`src/rtl/nn_pkg.sv`:
```
// Shared definitions for the input frame buffer and the neuron layer it feeds:
// default frame geometry, the 32-bit frame element type and the frame array type.
package nn_pkg;

  localparam int N_INPUTS_DEF = 49;  // 7x7 image
  localparam int PIX_W_DEF    = 8;

  typedef logic signed [31:0] elem_t;
  typedef elem_t frame_t [N_INPUTS_DEF];

  // Width of a pixel index into a frame of n pixels (at least one bit).
  function automatic int idx_width(input int n);
    return (n > 1) ? $clog2(n) : 1;
  endfunction

endpackage

```
`src/rtl/frame_bank.sv`:
```
// One frame of pixel storage: N_INPUTS registers with an indexed write port,
// a synchronous clear and a parallel read of every pixel zero-extended to 32 bits.
module frame_bank
  import nn_pkg::*;
#(
  parameter int N_INPUTS = N_INPUTS_DEF,
  parameter int PIX_W    = PIX_W_DEF
) (
  input  logic                           clk,
  input  logic                           rst_n,
  input  logic                           clear,
  input  logic                           wr_en,
  input  logic [idx_width(N_INPUTS)-1:0] wr_idx,
  input  logic [PIX_W-1:0]               wr_data,
  output elem_t                          rd_data [N_INPUTS]
);

  localparam int IDX_W = idx_width(N_INPUTS);

  logic [PIX_W-1:0] mem [N_INPUTS];

  // Pixel storage: a write wins over clear so a resync pixel lands at its slot.
  always_ff @(posedge clk or negedge rst_n) begin
    if (!rst_n) begin
      for (int i = 0; i < N_INPUTS; i++) mem[i] <= '0;
    end else begin
      for (int i = 0; i < N_INPUTS; i++) begin
        if (wr_en && (wr_idx == IDX_W'(i))) mem[i] <= wr_data;
        else if (clear)                      mem[i] <= '0;
      end
    end
  end

  // Parallel read, pixels are unsigned so they are zero-extended.
  always_comb begin
    for (int i = 0; i < N_INPUTS; i++) rd_data[i] = elem_t'(32'(mem[i]));
  end

endmodule

```
`src/rtl/input_frame_buffer.sv`:
```
// Collects a pixel stream into whole frames and hands each frame to the neuron
// layer as a parallel array.
// Build option: define INPUT_FRAME_BUFFER_PINGPONG_EN for two banks (fill one
// while the other is presented); leave it undefined for a single bank.
//
// Handshakes: a transfer happens on a rising edge where valid && ready are both
// high. The producer holds valid and data until that edge; ready never depends
// combinationally on valid. pix_ready is a function of registered state only,
// and frame_valid/frame_data stay stable until frame_ready is seen.
//
// FRAME_CNT_INIT is the value frame_cnt takes under reset (0 in normal use).
module input_frame_buffer
  import nn_pkg::*;
#(
  parameter int          N_INPUTS       = N_INPUTS_DEF,
  parameter int          PIX_W          = PIX_W_DEF,
  parameter logic [15:0] FRAME_CNT_INIT = 16'h0000
) (
  input  logic             clk,
  input  logic             rst_n,
  input  logic             pix_valid,
  input  logic             pix_sof,
  input  logic [PIX_W-1:0] pix_data,
  output logic             pix_ready,
  output logic             frame_valid,
  input  logic             frame_ready,
  output elem_t            frame_data [N_INPUTS],
  output logic             sof_err,
  output logic [15:0]      frame_cnt
);

  localparam int                IDX_W    = idx_width(N_INPUTS);
  localparam logic [IDX_W-1:0]  LAST_IDX = IDX_W'(N_INPUTS - 1);

  logic [IDX_W-1:0] wr_idx;
  logic [IDX_W-1:0] bank_idx;
  logic             accept;
  logic             resync;
  logic             last_pix;
  logic             handoff;

  assign accept   = pix_valid && pix_ready;
  // A start-of-frame marker mid-frame abandons the partial frame.
  assign resync   = accept && pix_sof && (wr_idx != '0);
  assign last_pix = accept && !resync && (wr_idx == LAST_IDX);
  assign bank_idx = resync ? '0 : wr_idx;

  // Write index, resync pulse and handoff counter.
  always_ff @(posedge clk or negedge rst_n) begin
    if (!rst_n) begin
      wr_idx    <= '0;
      sof_err   <= 1'b0;
      frame_cnt <= FRAME_CNT_INIT;
    end else begin
      sof_err <= resync;
      if (accept) begin
        if (resync)                  wr_idx <= IDX_W'(1);
        else if (wr_idx == LAST_IDX) wr_idx <= '0;
        else                         wr_idx <= wr_idx + IDX_W'(1);
      end
      if (handoff) frame_cnt <= frame_cnt + 16'd1;
    end
  end

`ifdef INPUT_FRAME_BUFFER_PINGPONG_EN

  logic [1:0] full;      // per-bank "holds a complete frame"
  logic       fill_sel;  // bank receiving pixels
  logic       pres_sel;  // bank presented downstream (oldest full bank)
  elem_t      rd0 [N_INPUTS];
  elem_t      rd1 [N_INPUTS];

  assign pix_ready   = ~&full;
  assign frame_valid = full[pres_sel];
  assign handoff     = frame_valid && frame_ready;

  // Bank occupancy: a fill and a handoff in the same cycle touch different banks.
  always_ff @(posedge clk or negedge rst_n) begin
    if (!rst_n) begin
      full     <= 2'b00;
      fill_sel <= 1'b0;
      pres_sel <= 1'b0;
    end else begin
      if (last_pix) begin
        full[fill_sel] <= 1'b1;
        fill_sel       <= ~fill_sel;
      end
      if (handoff) begin
        full[pres_sel] <= 1'b0;
        pres_sel       <= ~pres_sel;
      end
    end
  end

  frame_bank #(.N_INPUTS(N_INPUTS), .PIX_W(PIX_W)) u_bank0 (
    .clk     (clk),
    .rst_n   (rst_n),
    .clear   (resync && !fill_sel),
    .wr_en   (accept && !fill_sel),
    .wr_idx  (bank_idx),
    .wr_data (pix_data),
    .rd_data (rd0)
  );

  frame_bank #(.N_INPUTS(N_INPUTS), .PIX_W(PIX_W)) u_bank1 (
    .clk     (clk),
    .rst_n   (rst_n),
    .clear   (resync && fill_sel),
    .wr_en   (accept && fill_sel),
    .wr_idx  (bank_idx),
    .wr_data (pix_data),
    .rd_data (rd1)
  );

  // Present the bank holding the oldest complete frame.
  always_comb begin
    for (int i = 0; i < N_INPUTS; i++) frame_data[i] = pres_sel ? rd1[i] : rd0[i];
  end

`else

  logic full;  // the single bank holds a complete frame

  assign pix_ready   = !full;
  assign frame_valid = full;
  assign handoff     = full && frame_ready;

  // Bank occupancy: filling and handing off are mutually exclusive here.
  always_ff @(posedge clk or negedge rst_n) begin
    if (!rst_n)        full <= 1'b0;
    else if (last_pix) full <= 1'b1;
    else if (handoff)  full <= 1'b0;
  end

  frame_bank #(.N_INPUTS(N_INPUTS), .PIX_W(PIX_W)) u_bank0 (
    .clk     (clk),
    .rst_n   (rst_n),
    .clear   (resync),
    .wr_en   (accept),
    .wr_idx  (bank_idx),
    .wr_data (pix_data),
    .rd_data (frame_data)
  );

`endif

endmodule

```
`config.mk`:
```
export PLATFORM = sky130hd
export DESIGN_NAME = input_frame_buffer
export DESIGN_NICKNAME = d
export VERILOG_FILES = /design/src/rtl/nn_pkg.sv /design/src/rtl/frame_bank.sv /design/src/rtl/input_frame_buffer.sv
export SDC_FILE = /design/constraint.sdc
export NUM_CORES = 1
export LEC_CHECK = 0
export CAP_MARGIN = 5
export CORE_AREA = 2 2 619 621
export CTS_BUF_LIST = sky130_fd_sc_hd__clkbuf_2 sky130_fd_sc_hd__clkbuf_4 sky130_fd_sc_hd__clkbuf_8
export DETAILED_ROUTE_END_ITERATION = 8
export DIE_AREA = 0 0 621 623
export PLACE_DENSITY = 0.3
export SLEW_MARGIN = 10
export SYNTH_ARGS = -nofsm -noshare
export SYNTH_HDL_FRONTEND = slang
export SYNTH_HIERARCHICAL = 1
export SYNTH_SLANG_ARGS = --single-unit
```
`constraint.sdc`:
```
create_clock -name clk -period 6.8 [get_ports clk]
set_input_delay 1.36 -clock clk [delete_from_list [all_inputs] [get_ports clk]]
set_output_delay 1.36 -clock clk [all_outputs]
set_load 0.1 [all_outputs]
```
## Yosys cells after proc, flatten, opt, wreduce, memory -nomap -nowiden

Index checks and enable logic that the tools add are counted.

- Logic and storage cells: 268
- Output and inout bits: 1587
- Bits in registers: 416

- Equality and inequality tests: 49
- Add/subtract/negate cells: 2
- Mux-type cells: 55
- Reductions and logical operators: 109

Operators by type and width:

| kind | number |
|---|---|
| 2-to-1 mux 8 bit | 50 |
| equality test 6 bit (second input constant) | 18 |
| nonzero test 2 bit | 50 |
| equality test 6 x 5 -> 1 bit (second input constant) | 16 |
| logical AND 1 bit | 55 |
| equality test 6 x 4 -> 1 bit (second input constant) | 8 |
| equality test 6 x 3 -> 1 bit (second input constant) | 4 |
| 2-to-1 mux 6 bit | 3 |
| adder 16 x 1 -> 16 bit (second input constant) | 1 |
| equality test 6 x 2 -> 1 bit (second input constant) | 2 |
| adder 6 x 1 -> 6 bit (second input constant) | 1 |
| equality test 6 x 1 -> 1 bit (second input constant) | 1 |
| logical NOT 6 bit | 1 |
| nonzero test 6 bit | 1 |
| logical NOT 1 bit | 2 |
| 2-to-1 mux 1 bit | 2 |

## Longest topological paths before layout

Gate-level depths: netlist of the first run.

- Depth in word-level cells: 8
- Mapped depth: 10
- Depth with buffers taken out: 9

## Hierarchy

Netlist of the first run, hierarchy kept.

By module, submodules not included:

| module | seq. area each (um^2) | times used | area each (um^2) | cells each |
|---|---|---|---|---|
| frame_bank | 9809.4 | 1 | 26390.3 | 2516 |
| input_frame_buffer | 600.6 | 1 | 1228.7 | 123 |

## Least setup slack after synthesis of the first run

OpenSTA, ideal clock, no wires.

- Kind: in2reg
- Start: in pix_valid
- End: reg u_bank0.mem (netlist bit u_bank0/rd_data[160])
- Stages: 8
- Data arrival time: 3.469 ns
- Setup slack: 3.206 ns
- Library setup time: 0.125 ns
- Cell sequence: nand2b_1 -> buf_2 -> inv_2 -> a21boi_0 -> buf_2 -> nand4b_1 -> nor2_2 -> mux2_2

- Longest elaborated chain between the ends: 7
- Elaborated cells between the ends (all ways): 8

Ends and longest elaborated chain:

| what | line | RTL |
|---|---|---|
| start: declaration | input_frame_buffer.sv:21 | `input logic pix_valid,` |
| logical AND 1 bit (*) | input_frame_buffer.sv:42 | `assign accept = pix_valid && pix_ready;` |
| net accept | input_frame_buffer.sv:37 | `logic accept;` |
| logical AND 1 bit (*) (2 in series) | input_frame_buffer.sv:44 | `assign resync = accept && pix_sof && (wr_idx != '0);` |
| 2-to-1 mux 6 bit (*) | input_frame_buffer.sv:46 | `assign bank_idx = resync ? '0 : wr_idx;` |
| net bank_idx[3] | input_frame_buffer.sv:36 | `logic [IDX_W-1:0] bank_idx;` |
| equality test 6 bit (*) | frame_bank.sv:28 | `if (wr_en && (wr_idx == IDX_W'(i))) mem[i] <= wr_data;` |
| logical AND 1 bit (*) | frame_bank.sv:28 |  |
| 2-to-1 mux 8 bit / nonzero test 2 bit (equally long branches) | -- |  |
| end signal: indexed assignment | frame_bank.sv:28 |  |
| end: declaration | frame_bank.sv:20 | `logic [PIX_W-1:0] mem [N_INPUTS];` |

The timed path passes the listed nets; every way through them passes the cells marked *.
A chain may end at the register's enable or synchronous reset.

## Worst setup path after layout of the first run

- Start: reg full, in the netlist frame_valid
- End: out frame_valid

RTL lines:

| what | line | RTL |
|---|---|---|
| start: declaration | input_frame_buffer.sv:122 | `logic full;` |
| start signal: assignment | input_frame_buffer.sv:130 | `if (!rst_n) full <= 1'b0;` |
| start signal: assignment | input_frame_buffer.sv:131 | `else if (last_pix) full <= 1'b1;` |
| start signal: assignment | input_frame_buffer.sv:132 | `else if (handoff) full <= 1'b0;` |
| end: declaration | input_frame_buffer.sv:25 | `output logic frame_valid,` |

No word-level cell between the ends.

==> summary.md, run 1 <==
The cell sitting at the root of the clock tree is a clkbuf_8. For this run the aggregate overflow at the end of global routing stands at 0. The H-tree was split into 3 levels. The critical path capture point type was a primary output.

Derived from the worst setup path, the maximum achievable clock frequency is 0.2318 GHz. Overall die area: 386,900 um^2. For this block, the routed nets add up to 101,700 um of wire. Counting the buffers created by CTS gives 83. The flow ran to the end, and the final reports show no timing, DRC or antenna violations. The min-delay analysis places its worst path in the category reg -> reg. Along the worst path, the maximum fanout reaches 7.

Summed over all cells, the static leakage comes to 16.13 nW. For the met2 usage, the log shows 0.08600. The later pin in the worst-skew pair is clocked with a latency of 0.78 ns. The floorplan has 227 rows. Measured along the x axis, the die boundary spans 621 um. The tools report the total half-perimeter wirelength after legalization and detailed placement as 72,290 um.

For the tightest slew margin relative to the limit, the log shows 0.1832. A synthesized cell averages 10.47 um^2. The tools report the number of instances resized during post-cts repair as 0. Compound-gate portion of the synthesized area: 0.003941. The logs give 0 ns for the final sum of negative setup slack and 35,450 um^2 for the post-route cell area.

The placeable core region is 380,600 um^2, and the final worst clock skew is 0.07149 ns. The tools report the buffer count from post-CTS setup fixing as 0. For the worst setup path, the data arrival time is 2.95 ns. Yosys printed 6 warnings. The ratio of cells with drive above 1 in the final layout came out at 0.1816. The worst-case IR drop observed on VDD is 0.3858 mV. The tools report the sequential area share after synthesis as 0.3769. The detailed router placed 15,849 vias in this run. Kind of launch point of the worst setup path: a flop. The post-layout net count is 3,088, and the post-layout utilization of the core is 0.09313. The tools report the number of hold violations in the final report as 0. Walking the worst path, the cells encountered are clkdlybuf4s50_1. For the met3 global-route usage, the log shows 0.02217.

Type of the worst setup path: reg -> out. Max-cap violations in this run came to 0. The cell type of the slowest stage on the worst timing path was clkdlybuf4s50_1.

Counting I/O delays and the setup requirement, the final critical path takes 4.314 ns. The count of mapped cells out of synthesis was 2,639; the area added between synthesis and finish was 28.34%. Setup repair after global routing left no endpoint under its margin.

Entering global routing, the biggest net connects 180 pins. The detail route stage leaves a number of antenna-violating nets equal to 0. The first global-routing pass estimated 133,700 um of wire. Number of search-and-repair iterations in the first detailed-routing pass: 4. Grouping stages by cell kind, the critical path spends the most delay in buffers and inverters.

The tools report the effective utilization at floorplan as 0.07257. The share of the synthesized netlist area taken by xor and xnor gates was 0.004757. Post-route clock period utilization: 0.6344. The run gives 27,620 um^2 as the synthesized cell area. During I/O placement, the number of pins put on the boundary was 1,600. The global-route usage over all layers is 0.04940, and the post-synthesis sequential element count is 416. The logs give 0.4682 ns for the post-route worst hold slack and 16 for the number of antenna violations at the first check in global routing. The layout has 44,129 filler cells. Data on the critical path is required at its endpoint by 5.44 ns. The simple logic cell fraction of the synthesized area works out to 0.1186.

The maximum single-stage delay on the critical path is 1.38 ns. met2 is the most crowded layer. Total clock sinks: 416. The remaining design rule violation count was 0.

In the routed layout, each cell is associated on average with a via count of 1.936. The number of input and output port buffers inserted came out at 423. Top cell type's share of synthesized area: 0.3769. After synthesis, the cell types taking the most area are dfrtp_1 38%, buf_4 32%, mux2_2 14%. The number of global-route vias before repair was 15,022. The multiplexer share of the synthesized area was 0.1602. The standard cell area after detailed placement came out at 33,560 um^2. The share of synthesized cell area in full adder, half adder and majority cells was 0.001359; the final weighted congestion of routability-driven global placement was 0.7000. At the pin with the least slew margin, the transition time is 1.221 ns. Clock-pin slew was measured on the worst setup and hold paths at 0.06 ns. The count of unique library cells instantiated by Yosys was 50. The global routing usage on met1 was 0.05387; the vertical die dimension was 623 um. Buffer levels on the longest clock path: 3. The max-slew violation count is 0.

Dominant combinational cell family by area after synthesis: buffers and inverters. The cell taking the most area after synthesis is dfrtp_1. Dividing total power by cell area gives a power density of 317.6 nW/um^2. The count of hold-fix buffers inserted at cts was 0; the count of buffering cells on the critical path with inverters included was 1. Setup violations remaining at the end of the flow were counted as 0. For the overall power, the log shows 11.26 mW.

The average routed wire per standard cell is 12.43 um. TritonCTS built the clock tree. The detailed router finished its first iteration with 464 violations.
## cells in the mapped netlist (all sizes together)
cell,n
a31oi,3
nor3b,2
o211ai,2
a21boi,2
nor2,25
nand4b,4
nand3b,3
and4,2
o32ai,1
a21oi,3
and2,1
o21ai,3
clkbuf,87
nand2,47
ha,3
nor2b,393
nand4,4
nor4,2
conb,1
o2111ai,1
buf,1185
or4b,1
dfrtp,416
xnor2,8
xor2,7
nand3,11
nor4b,4
or3b,1
inv,5
nor3,3
and3,7
nand2b,1
mux2,393
and4bb,6
and3b,2
## worst paths after layout
path,start,to,slack (ns),cells after the start
max in group asynchronous,rst_n,u_bank0/rd_data[481],4.64,2
setup / recovery,frame_valid,frame_valid,2.49,1
min in group asynchronous,rst_n,u_bank0/rd_data[933],0.61,1
hold / removal,frame_cnt[15],frame_cnt[15],0.47,1
hold reg to reg,frame_cnt[15],frame_cnt[15],0.47,1
setup reg to reg,wr_idx[0],u_bank0/rd_data[453],2.80,9
## state kept, by name (all words and copies together), names as in the netlist
| name | cells |
|---|---|
| frame_valid | 1 |
| wr_idx | 6 |
| frame_cnt | 16 |
| sof_err | 1 |
| u_bank0/rd_data | 392 |
## power breakdown
part / internal (mW) / switching [mW] / leakage [nW] / total [mW]
Clock: 1.65 / 1.32 / 0.983 / 2.97
Sequential: 2.67 / 0.133 / 5.77 / 2.81
Combinational: 0.600 / 4.88 / 9.37 / 5.48
Total: 4.93 / 6.33 / 16.1 / 11.3
## metrics by stage
step	setup slack, ns	instances
detailed placement	1.838	8025
floorplan	3.206	3814
global placement	1.980	8025
global route	2.367	8179
CTS	2.330	8176
finish	2.486	8187
## per-layer routing
metal  up-vias  share of wire  wire [um]
met1      7918           0.37      37530
met3       104           0.11      10860
met2       836           0.50      51280
li1       6985              -          -
met5         -        0.00040         41
met4         6          0.020       2037
## layout make-up
cell class              count  area (um^2)  share of cell area
multi-input cells        2121        12430              0.3506
diodes                     11        27.53           0.0007766
repair buffers            445         4397              0.1240
clock inverters            19        239.0            0.006742
inverters                   5        18.77           0.0005295
flip-flops and latches    416        10410              0.2937
clock buffers             132         1623             0.04578
well taps                5038         6304              0.1778
## logic make-up after synthesis
kind of cell | count (synthesis)
buffers and inverters | 1277
AO/OA/AOI/OAI | 15
XOR/XNOR | 15
other | 1
AND/OR/NAND/NOR | 519
multiplexers | 393
adder cells (fa/ha/maj) | 3
flip-flops | 416
## cell usage in the layout (no fill, tap or decap), types with 3 or more instances in the layout
| cell type | netlist | final |
|---|---|---|
| buf_4 | 1177 | 37 |
| mux2_2 | 336 | 336 |
| xnor2_1 | 8 | 8 |
| clkbuf_4 | 0 | 31 |
| bufinv_16 | 0 | 3 |
| dfrtp_1 | 416 | 416 |
| conb_1 | 1 | 1176 |
| nor2_2 | 4 | 5 |
| nor2_4 | 12 | 13 |
| inv_12 | 0 | 3 |
| clkdlybuf4s50_1 | 0 | 401 |
| ha_1 | 3 | 3 |
| nand3_1 | 11 | 11 |
| clkinv_2 | 0 | 7 |
| nor2_1 | 9 | 7 |
| diode_2 | 0 | 11 |
| xor2_1 | 7 | 7 |
| a31oi_1 | 3 | 3 |
| buf_12 | 0 | 4 |
| nand3b_1 | 3 | 3 |
| and3_1 | 6 | 6 |
| nor3_1 | 3 | 3 |
| inv_1 | 4 | 4 |
| clkinvlp_4 | 0 | 3 |
| nand4_1 | 3 | 3 |
| and4bb_2 | 3 | 3 |
| clkbuf_8 | 0 | 101 |
| and4bb_1 | 3 | 3 |
| mux2_1 | 57 | 57 |
| nor2b_1 | 393 | 393 |
| nor4b_2 | 3 | 4 |
| nand2_1 | 46 | 46 |
No activity file was read; power rests on OpenSTA's default activity.
==> run 2, diff against run 1 <==
CORE_AREA = 2 2 623 625   (was 2 2 619 621)
DIE_AREA = 0 0 625 627   (was 0 0 621 623)
clock period = 4.22 ns   (was 6.8 ns; I/O delays follow)
==> run 2 against run 1 <==
Compared with the run above: register-to-register slack lost 2.3 ns; design area is 0.84% higher; combinational power increased by 63%; utilization about the same.
==> summary.md, run 2 (synthesis gave the netlist of run 1 again) <==
Clock tree synthesis selected as its root buffer the cell clkbuf_8. The global-route usage over all layers came out at 0.04705 (-0.002353). The worst endpoint required time is 4.85 ns (-0.59 ns). The run gives 4 (unchanged) as the number of search-and-repair iterations in the first detailed-routing pass. Number of inserted filler cells in the final layout: 44,449 (+0.73%). The slew at the pin with the worst max-slew slack was 1.283 ns (+0.06185 ns).

The met2 usage is 0.08005 (-0.005944), and the largest net degree at the start of global routing is 162 (-10%). The number of non-filler instances in the completed layout came out at 8,230 (+0.53%). In the layout the commonest cells are 1,176 x conb_1, 416 x dfrtp_1, 409 x clkdlybuf4s50_1. The worst-path maximum fanout came out at 12 (+5). For the worst supply voltage drop on vdd, the log shows 0.3650 mV (-5.4%). The number of global-route vias before repair was 14,982 (-0.27%).

The number of standard-cell rows in the floorplan was 228 (+0.44%); the max-slew violation count was 0 (unchanged). The post-route cell area is 35,740 um^2 (+0.84%). The remaining design rule violation count was 0 (unchanged).

The number of instances resized during post-cts repair was 0 (unchanged); the vertical die dimension was 627 um (+0.64%). The most used routing layer was met2. The clock share of power was 0.264 (about the same); the met3 global-route usage was 0.02188 (-0.0002918). The overall die area is 391,900 um^2 (+1.3%).

The number of cells on the worst reg-to-reg path is 9 (unchanged), and the final worst clock skew is 0.06589 ns (-0.005601 ns). For this run, the top clock speed supported by timing is 0.2710 GHz. For the placed instance count, the log shows 8,072 (+0.59%). Worst min-delay path category: reg -> reg.

For the power spent charging and discharging nets, the log shows 10.20 mW (+61%). Walking the worst path, the cells encountered are inv_1 > ha_1 > or4b_4 > o21ai_2 > nor2_4 > nor2_2 > nor4b_2 > nand2_1 > mux2_2. The clock transition at the registers of the reported paths was 0.06 ns (about the same). The number of flip-flops under the largest register name works out to 392 (unchanged). The critical path in this run is classified as reg -> reg. The run gives 11 (-5) as the number of antenna violations at the first check in global routing.

The power density normalized to cell area came out at 510.2 nW/um^2 (+61%). The average via count per standard cell is 1.941 (+0.28%), and the final sum of negative setup slack is 0 ns (unchanged). The wire length of the first global-routing pass came out at 129,100 um (-3.5%). The number of input and output port buffers inserted is 423 (unchanged), and the overall power is 18.24 mW (+62%).

The library cell used most frequently in the layout, excluding fill and tap cells, is conb_1. The internal power component came out at 8.040 mW (+63%). The part of the total power dissipated in combinational logic came out at 0.489 (+0.002).

Horizontal die dimension: 625 um (+0.64%). The average routed wire per standard cell came out at 12.10 um (-2.6%). The leakage component of the power was 16.25 nW (+0.72%).

The register area was 10,410 um^2 (unchanged). The number of cells on the worst hold path was 1 (unchanged); the data arrival at the endpoint of the critical path was 4.32 ns (+1.37 ns). The I/O pin total is 1,600 (unchanged).

The number of DRC markers after the initial detailed-route iteration is 453 (-2.4%). For the overflow left after global routing, the log shows 0 (unchanged). Setup repair after global routing left no endpoint under its margin.

The count of hold-fix buffers inserted at cts is 0 (unchanged). Buffer levels on the longest clock path: 3 (unchanged). The maximum single-stage delay on the critical path was 0.63 ns (-0.75 ns); the number of hold violations in the final report was 0 (unchanged).

The antenna violation net count after detailed routing came out at 0 (unchanged). The run gives 0.1446 (-0.03868) as the tightest slew margin relative to the limit. The global routing usage on met1 came out at 0.05165 (-0.002217). The sequential power share is 0.248 (about the same), and the post-route worst hold slack is 0.4789 ns (+0.01069 ns). STA classifies the critical path endpoint as a flop. The count of buffering cells on the critical path with inverters included works out to 1 (unchanged).

The routed via count is 15,977 (+0.81%), and the final period demand of the worst path is 3.691 ns. The run gives 0.6873 (-1.8%) as the final weighted congestion of routability-driven global placement. Clock buffer count from CTS: 83 (unchanged).

The family of cells with the greatest summed delay on the critical path is simple AND/OR/NAND/NOR gates. Total clock sinks: 416 (unchanged). The number of H-tree levels was 3 (unchanged); the standard cell area after detailed placement was 33,840 um^2 (+0.86%). The switching part of the total power was 0.5591 (-0.003360); the area added between synthesis and finish was 29.41%. The number of setup violations in the final report is 0 (unchanged), and the post-route clock period utilization is 0.8745.

Aggregate routed wire length: 99,590 um (-2.1%). The post-layout net count came out at 3,114 (+0.84%). Effective utilization at floorplan: 0.07177 (-0.0008003). TritonCTS built the clock tree. The logic depth of the worst path, buffers included was 9 (+8); the buffer count from post-CTS setup fixing was 0 (unchanged). The max-cap violation count is 0 (unchanged).

The kind of launch point of the worst setup path was a flop. The combined area of the multi-input logic cells came out at 12,430 um^2 (unchanged). The cell type of the slowest stage on the worst timing path is nor4b_2. For the latest clock arrival within the worst-skew pair, the log shows 0.78 ns (about the same). The placeable core region is 384,800 um^2 (+1.1%). The run finished with clean final reports.

The total half-perimeter wirelength after legalization and detailed placement came out at 70,770 um (-2.1%). Ratio of cells with drive above 1 in the final layout: 0.1842 (+0.002591).
-- run 2: cell types whose count changed in the layout (fill, tap and decap cells not counted), moves of 2 or more --
cell and change:
clkbuf_8 +5, clkbuf_4 -6, buf_12 +4, clkdlybuf4s50_1 +8, buf_4 +14, inv_12 -2, clkinv_2 -2
-- run 2: routing by layer --
layer  vias up  part of all wire
li1       7041                 -
met1      8010              0.37
met2       828              0.50
met3        96              0.11
met4         2             0.022
met5         -          0.000080
-- run 2: path summary, 6_finish.rpt --
kind                                from               endpoint  slack, ns
setup reg to reg               wr_idx[0]  u_bank0/rd_data[1509]       0.53
hold reg to reg            frame_cnt[15]          frame_cnt[15]       0.48
max in group asynchronous          rst_n   u_bank0/rd_data[835]       2.46
hold / removal             frame_cnt[15]          frame_cnt[15]       0.48
min in group asynchronous          rst_n  u_bank0/rd_data[1222]       0.61
setup / recovery               wr_idx[0]  u_bank0/rd_data[1509]       0.53
-- run 2: final cells by class --
cell class,instances,share of cell area
clock buffer,131,0.04607
inverter,5,0.0005251
clock inverter,15,0.006021
antenna,11,0.0007701
tap,5060,0.1771
timing repair buffer,471,0.1306
multi-input combinational,2121,0.3477
sequential,416,0.2912
-- run 2: power groups by stage --
stage	Combinational (mW)	Sequential [mW]	Clock, mW
after floorplan	6.23	6.73	0
after global placement	8.94	4.58	0
after detailed placement	8.94	4.58	0
after CTS	8.95	4.52	5.11
after global routing	9.18	4.56	5.22
final	8.92	4.51	4.81
-- run 2: per-stage QoR --
stage,worst slack [ns],util
finish,0.5295,0.09288
global route,0.3014,0.09283
CTS,0.4415,0.09278
detailed placement,-0.02846,0.08794
global placement,-0.03952,0.08794
floorplan,0.8793,-
==> run 3, diff against run 2 <==
--- a/config.mk
+++ b/config.mk
@@ -7,9 +7,12 @@
 export LEC_CHECK = 0
 export CAP_MARGIN = 5
-export CORE_AREA = 2 2 623 625
+export CELL_PAD_IN_SITES_DETAIL_PLACEMENT = 1
+export CELL_PAD_IN_SITES_GLOBAL_PLACEMENT = 1
+export CORE_AREA = 2 2 631 633
 export CTS_BUF_LIST = sky130_fd_sc_hd__clkbuf_2 sky130_fd_sc_hd__clkbuf_4 sky130_fd_sc_hd__clkbuf_8
 export DETAILED_ROUTE_END_ITERATION = 8
-export DIE_AREA = 0 0 625 627
+export DIE_AREA = 0 0 633 635
 export PLACE_DENSITY = 0.3
+export SKIP_CTS_REPAIR_TIMING = 1
 export SLEW_MARGIN = 10
 export SYNTH_ARGS = -nofsm -noshare
==> constraint.sdc (replaced) <==
create_clock -name clk -period 4.22 [get_ports clk]
set_input_delay 0.844 -clock clk [delete_from_list [all_inputs] [get_ports clk]]
set_output_delay 0.844 -clock clk [all_outputs]
set_load 0.05 [all_outputs]
==> run 3 against run 2 <==
Compared with the run above: wire length grew 28%; register-to-register slack got worse by 0.02 ns; design area increased by 3.7%; non-clock buffer count increased by 50; sequential power about the same; global-route usage up 1.4 points; die area up 2.6%; maximum frequency shrank 0.59%; via count is 3.6% higher; clock power increased by 23%; combinational power decreased by 37%; power decreased by 12%; critical endpoint is now u_bank0/rd_data[551].
==> summary.md, run 3 (synthesis gave the netlist of run 1 again) <==
The run finished with clean final reports. The logs give 0.4031 (+0.2586) for the tightest slew margin relative to the limit and 127,400 um (+28%) for the aggregate routed wire length. The type of the worst setup path was reg -> reg. The tools report the number of search-and-repair iterations in the first detailed-routing pass as 4 (unchanged). Setup repair after global routing left no endpoint under its margin. The most frequent standard cell in the layout excluding fill and tap cells was conb_1. The vertical die dimension works out to 635 um (+1.3%). The number of cells on the worst reg-to-reg path works out to 10 (+1). The slowest stage of the critical path is the nor2_4 cell.

The overflow left after global routing is 0 (unchanged), and the final period demand of the worst path is 3.712 ns (+0.02193 ns). Highest achievable clock rate: 0.2694 GHz (-0.59%). The number of input and output port buffers inserted was 423 (unchanged).

The worst endpoint required time is 5.01 ns (+0.16 ns), and the buffer levels on the longest clock path is 4 (+1). The area added between synthesis and finish is 34.15%. The worst register-to-register path begins at wr_idx[0].

The run gives 163,900 um (+27%) as the wire length of the first global-routing pass. The run gives 107 (+29%) as the clock buffer count from CTS. The internal power component is 8.782 mW (+9.2%).

STA classifies the critical path startpoint as a flop. The logs give 0 ns (unchanged) for the final sum of negative setup slack and 416 (unchanged) for the total clock sinks. The maximum single-stage delay on the critical path came out at 0.61 ns (-0.02 ns). The antenna violation net count after detailed routing is 0 (unchanged). The data arrival at the endpoint of the critical path is 4.51 ns (+0.19 ns), and the leakage component of the power is 16.81 nW (+3.5%).

Critical path capture point type: a flop. The average routed wire per standard cell is 14.97 um (+24%), and the latest clock arrival within the worst-skew pair is 0.98 ns (+0.20 ns). The final weighted congestion of routability-driven global placement is 0.6347 (-7.7%). Number of H-tree levels: 3 (unchanged). The switching part of the total power works out to 0.4519 (-0.1072). The placeable core region was 394,800 um^2 (+2.6%). TritonCTS built the clock tree. The endpoint identified for the worst register-to-register timing path is u_bank0/rd_data[551]. The tools report the remaining design rule violation count as 0 (unchanged). The total half-perimeter wirelength after legalization and detailed placement is 92,280 um (+30%), and the horizontal die dimension is 633 um (+1.3%). The clock share of power is 0.368 (+0.104). The max-cap violation count was 0 (unchanged); the number of antenna violations at the first check in global routing was 33 (+22). The final worst clock skew was 0.1447 ns (+0.07881 ns). The number of flip-flops under the largest register name works out to 392 (unchanged). The run gives 16,558 (+3.6%) as the routed via count. The run gives 0 (unchanged) as the number of setup violations in the final report. The clock transition at the registers of the reported paths works out to 0.06 ns (about the same). The overall die area is 402,000 um^2 (+2.6%). The power density normalized to cell area is 432.4 nW/um^2 (-15%). The cell repeated most along the worst path was nor2_4. For the number of standard-cell rows in the floorplan, the log shows 231 (+1.3%). The part of the total power dissipated in combinational logic was 0.350 (-0.139). The number of hold violations in the final report is 0 (unchanged), and the worst supply voltage drop on vdd is 0.2048 mV (-44%). The slew at the pin with the worst max-slew slack was 0.8925 ns (-0.3907 ns); the number of non-filler instances in the completed layout was 8,510 (+3.4%).

The tools report the post-layout net count as 3,188 (+2.4%). The tools report the root buffer cell as clkbuf_8. The tools report the sequential power share as 0.282 (+0.034). In this run the worst setup path terminates at u_bank0/rd_data[551].

The effective utilization at floorplan came out at 0.06995 (-0.001814). Tracing the worst setup path back leads to its startpoint at wr_idx[0]. The number of global-route vias before repair is 16,321 (+8.9%), and the ratio of cells with drive above 1 in the final layout is 0.2065 (+0.02223).

The power spent charging and discharging nets was 7.240 mW (-29%); the average via count per standard cell was 1.946 (+0.23%). The worst-path maximum fanout came out at 10 (-2). The signal on the critical path passes through inv_1 > ha_1 > or4b_4 > o21ai_2 > nor2_4 > nor2_2 > buf_4 > nand4_2 > nor2_4 > mux2_2. The run gives 0.51 ns (-0.02 ns) as the register-to-register setup slack.

For the largest net degree at the start of global routing, the log shows 123 (-24%). The placed instance count is 8,304 (+2.9%), and the number of DRC markers after the initial detailed-route iteration is 406 (-10%). The run gives 0 (unchanged) as the max-slew violation count. The run gives 0.06064 (+0.01360) as the global-route usage over all layers. Worst min-delay path category: in -> async. Leaving out fill and tap cells, the most frequent cells in the layout are 1,176 x conb_1, 416 x dfrtp_1, 413 x clkdlybuf4s50_1. The tools report the I/O pin total as 1,600 (unchanged). The post-route clock period utilization is 0.8797 (+0.005197).
run 3: changes by cell type in the layout (fill, tap and decap cells not counted), moves of 4 or more:
cell and change:
clkbuf_8 +21, diode_2 +7, clkbuf_4 +12, clkdlybuf4s50_1 +4, clkinv_2 +8, buf_12 +17, buf_4 +30
run 3: critical path, delay by kind of cell, from the launching register on:
kind / cells / cell delay (ns)
buffers and inverters: 2 / 0.38
flip-flops: 1 / 0.43
AO/OA/AOI/OAI: 1 / 0.20
multiplexers: 1 / 0.39
adder cells (fa/ha/maj): 1 / 0.22
AND/OR/NAND/NOR: 5 / 1.88
run 3: worst min-delay path by stage:
| stage | depth (start not counted) | startpoint | slack (ns) | to |
|---|---|---|---|---|
| 2_1_floorplan | 1 | wr_idx[5] | 0.50 | wr_idx[5] |
| 3_3_place_gp | 1 | frame_cnt[15] | 0.46 | frame_cnt[15] |
| 3_5_place_dp | 1 | frame_cnt[15] | 0.47 | frame_cnt[15] |
| 4_1_cts | 1 | rst_n | -0.21 | u_bank0/rd_data[291] |
| 5_1_grt | 2 | pix_data[2] | 0.41 | u_bank0/rd_data[194] |
| 6_report | 2 | rst_n | 0.45 | u_bank0/rd_data[291] |
run 3: final cells by class:
class	instances	area, um^2
antenna	18	45.04
clock buffer	164	2026
clock inverter	23	294.0
fill	46726	357800
inverter	5	18.77
multi-input combinational	2121	12430
sequential	416	10410
tap	5242	6559
timing repair buffer	521	5268
run 3: power by group through the flow:
stage	clock network, mW	logic [mW]	registers [mW]
after CTS	6.37	5.70	4.54
final	5.90	5.60	4.52
after global placement	0	5.69	4.60
after detailed placement	0	5.69	4.59
after floorplan	0	3.97	5.59
after global routing	6.50	5.91	4.58
run 3: per-stage QoR:
step	worst slack (ns)	hold WS [ns]	instance area, um^2	util	total power, mW
floorplan	1.145	0.5030	32030	-	9.559
global placement	-0.02171	0.4619	34680	0.08783	10.29
detailed placement	0.005242	0.4663	34680	0.08783	10.29
CTS	0.2781	-0.2074	37000	0.09371	16.61
global route	0.2382	0.4059	37010	0.09375	16.98
finish	0.5075	0.4543	37050	0.09385	16.02
run 3: metal layers:
layer  part of all wire  vias to the layer above  wire [um]  GRT usage
met5                  0                        -          0          0
met4              0.023                        0       2916    0.01581
met3              0.091                      147      11650    0.02213
met2               0.51                      934      64440     0.1072
met1               0.38                     8288      48360    0.06811
li1                   -                     7189          -          -
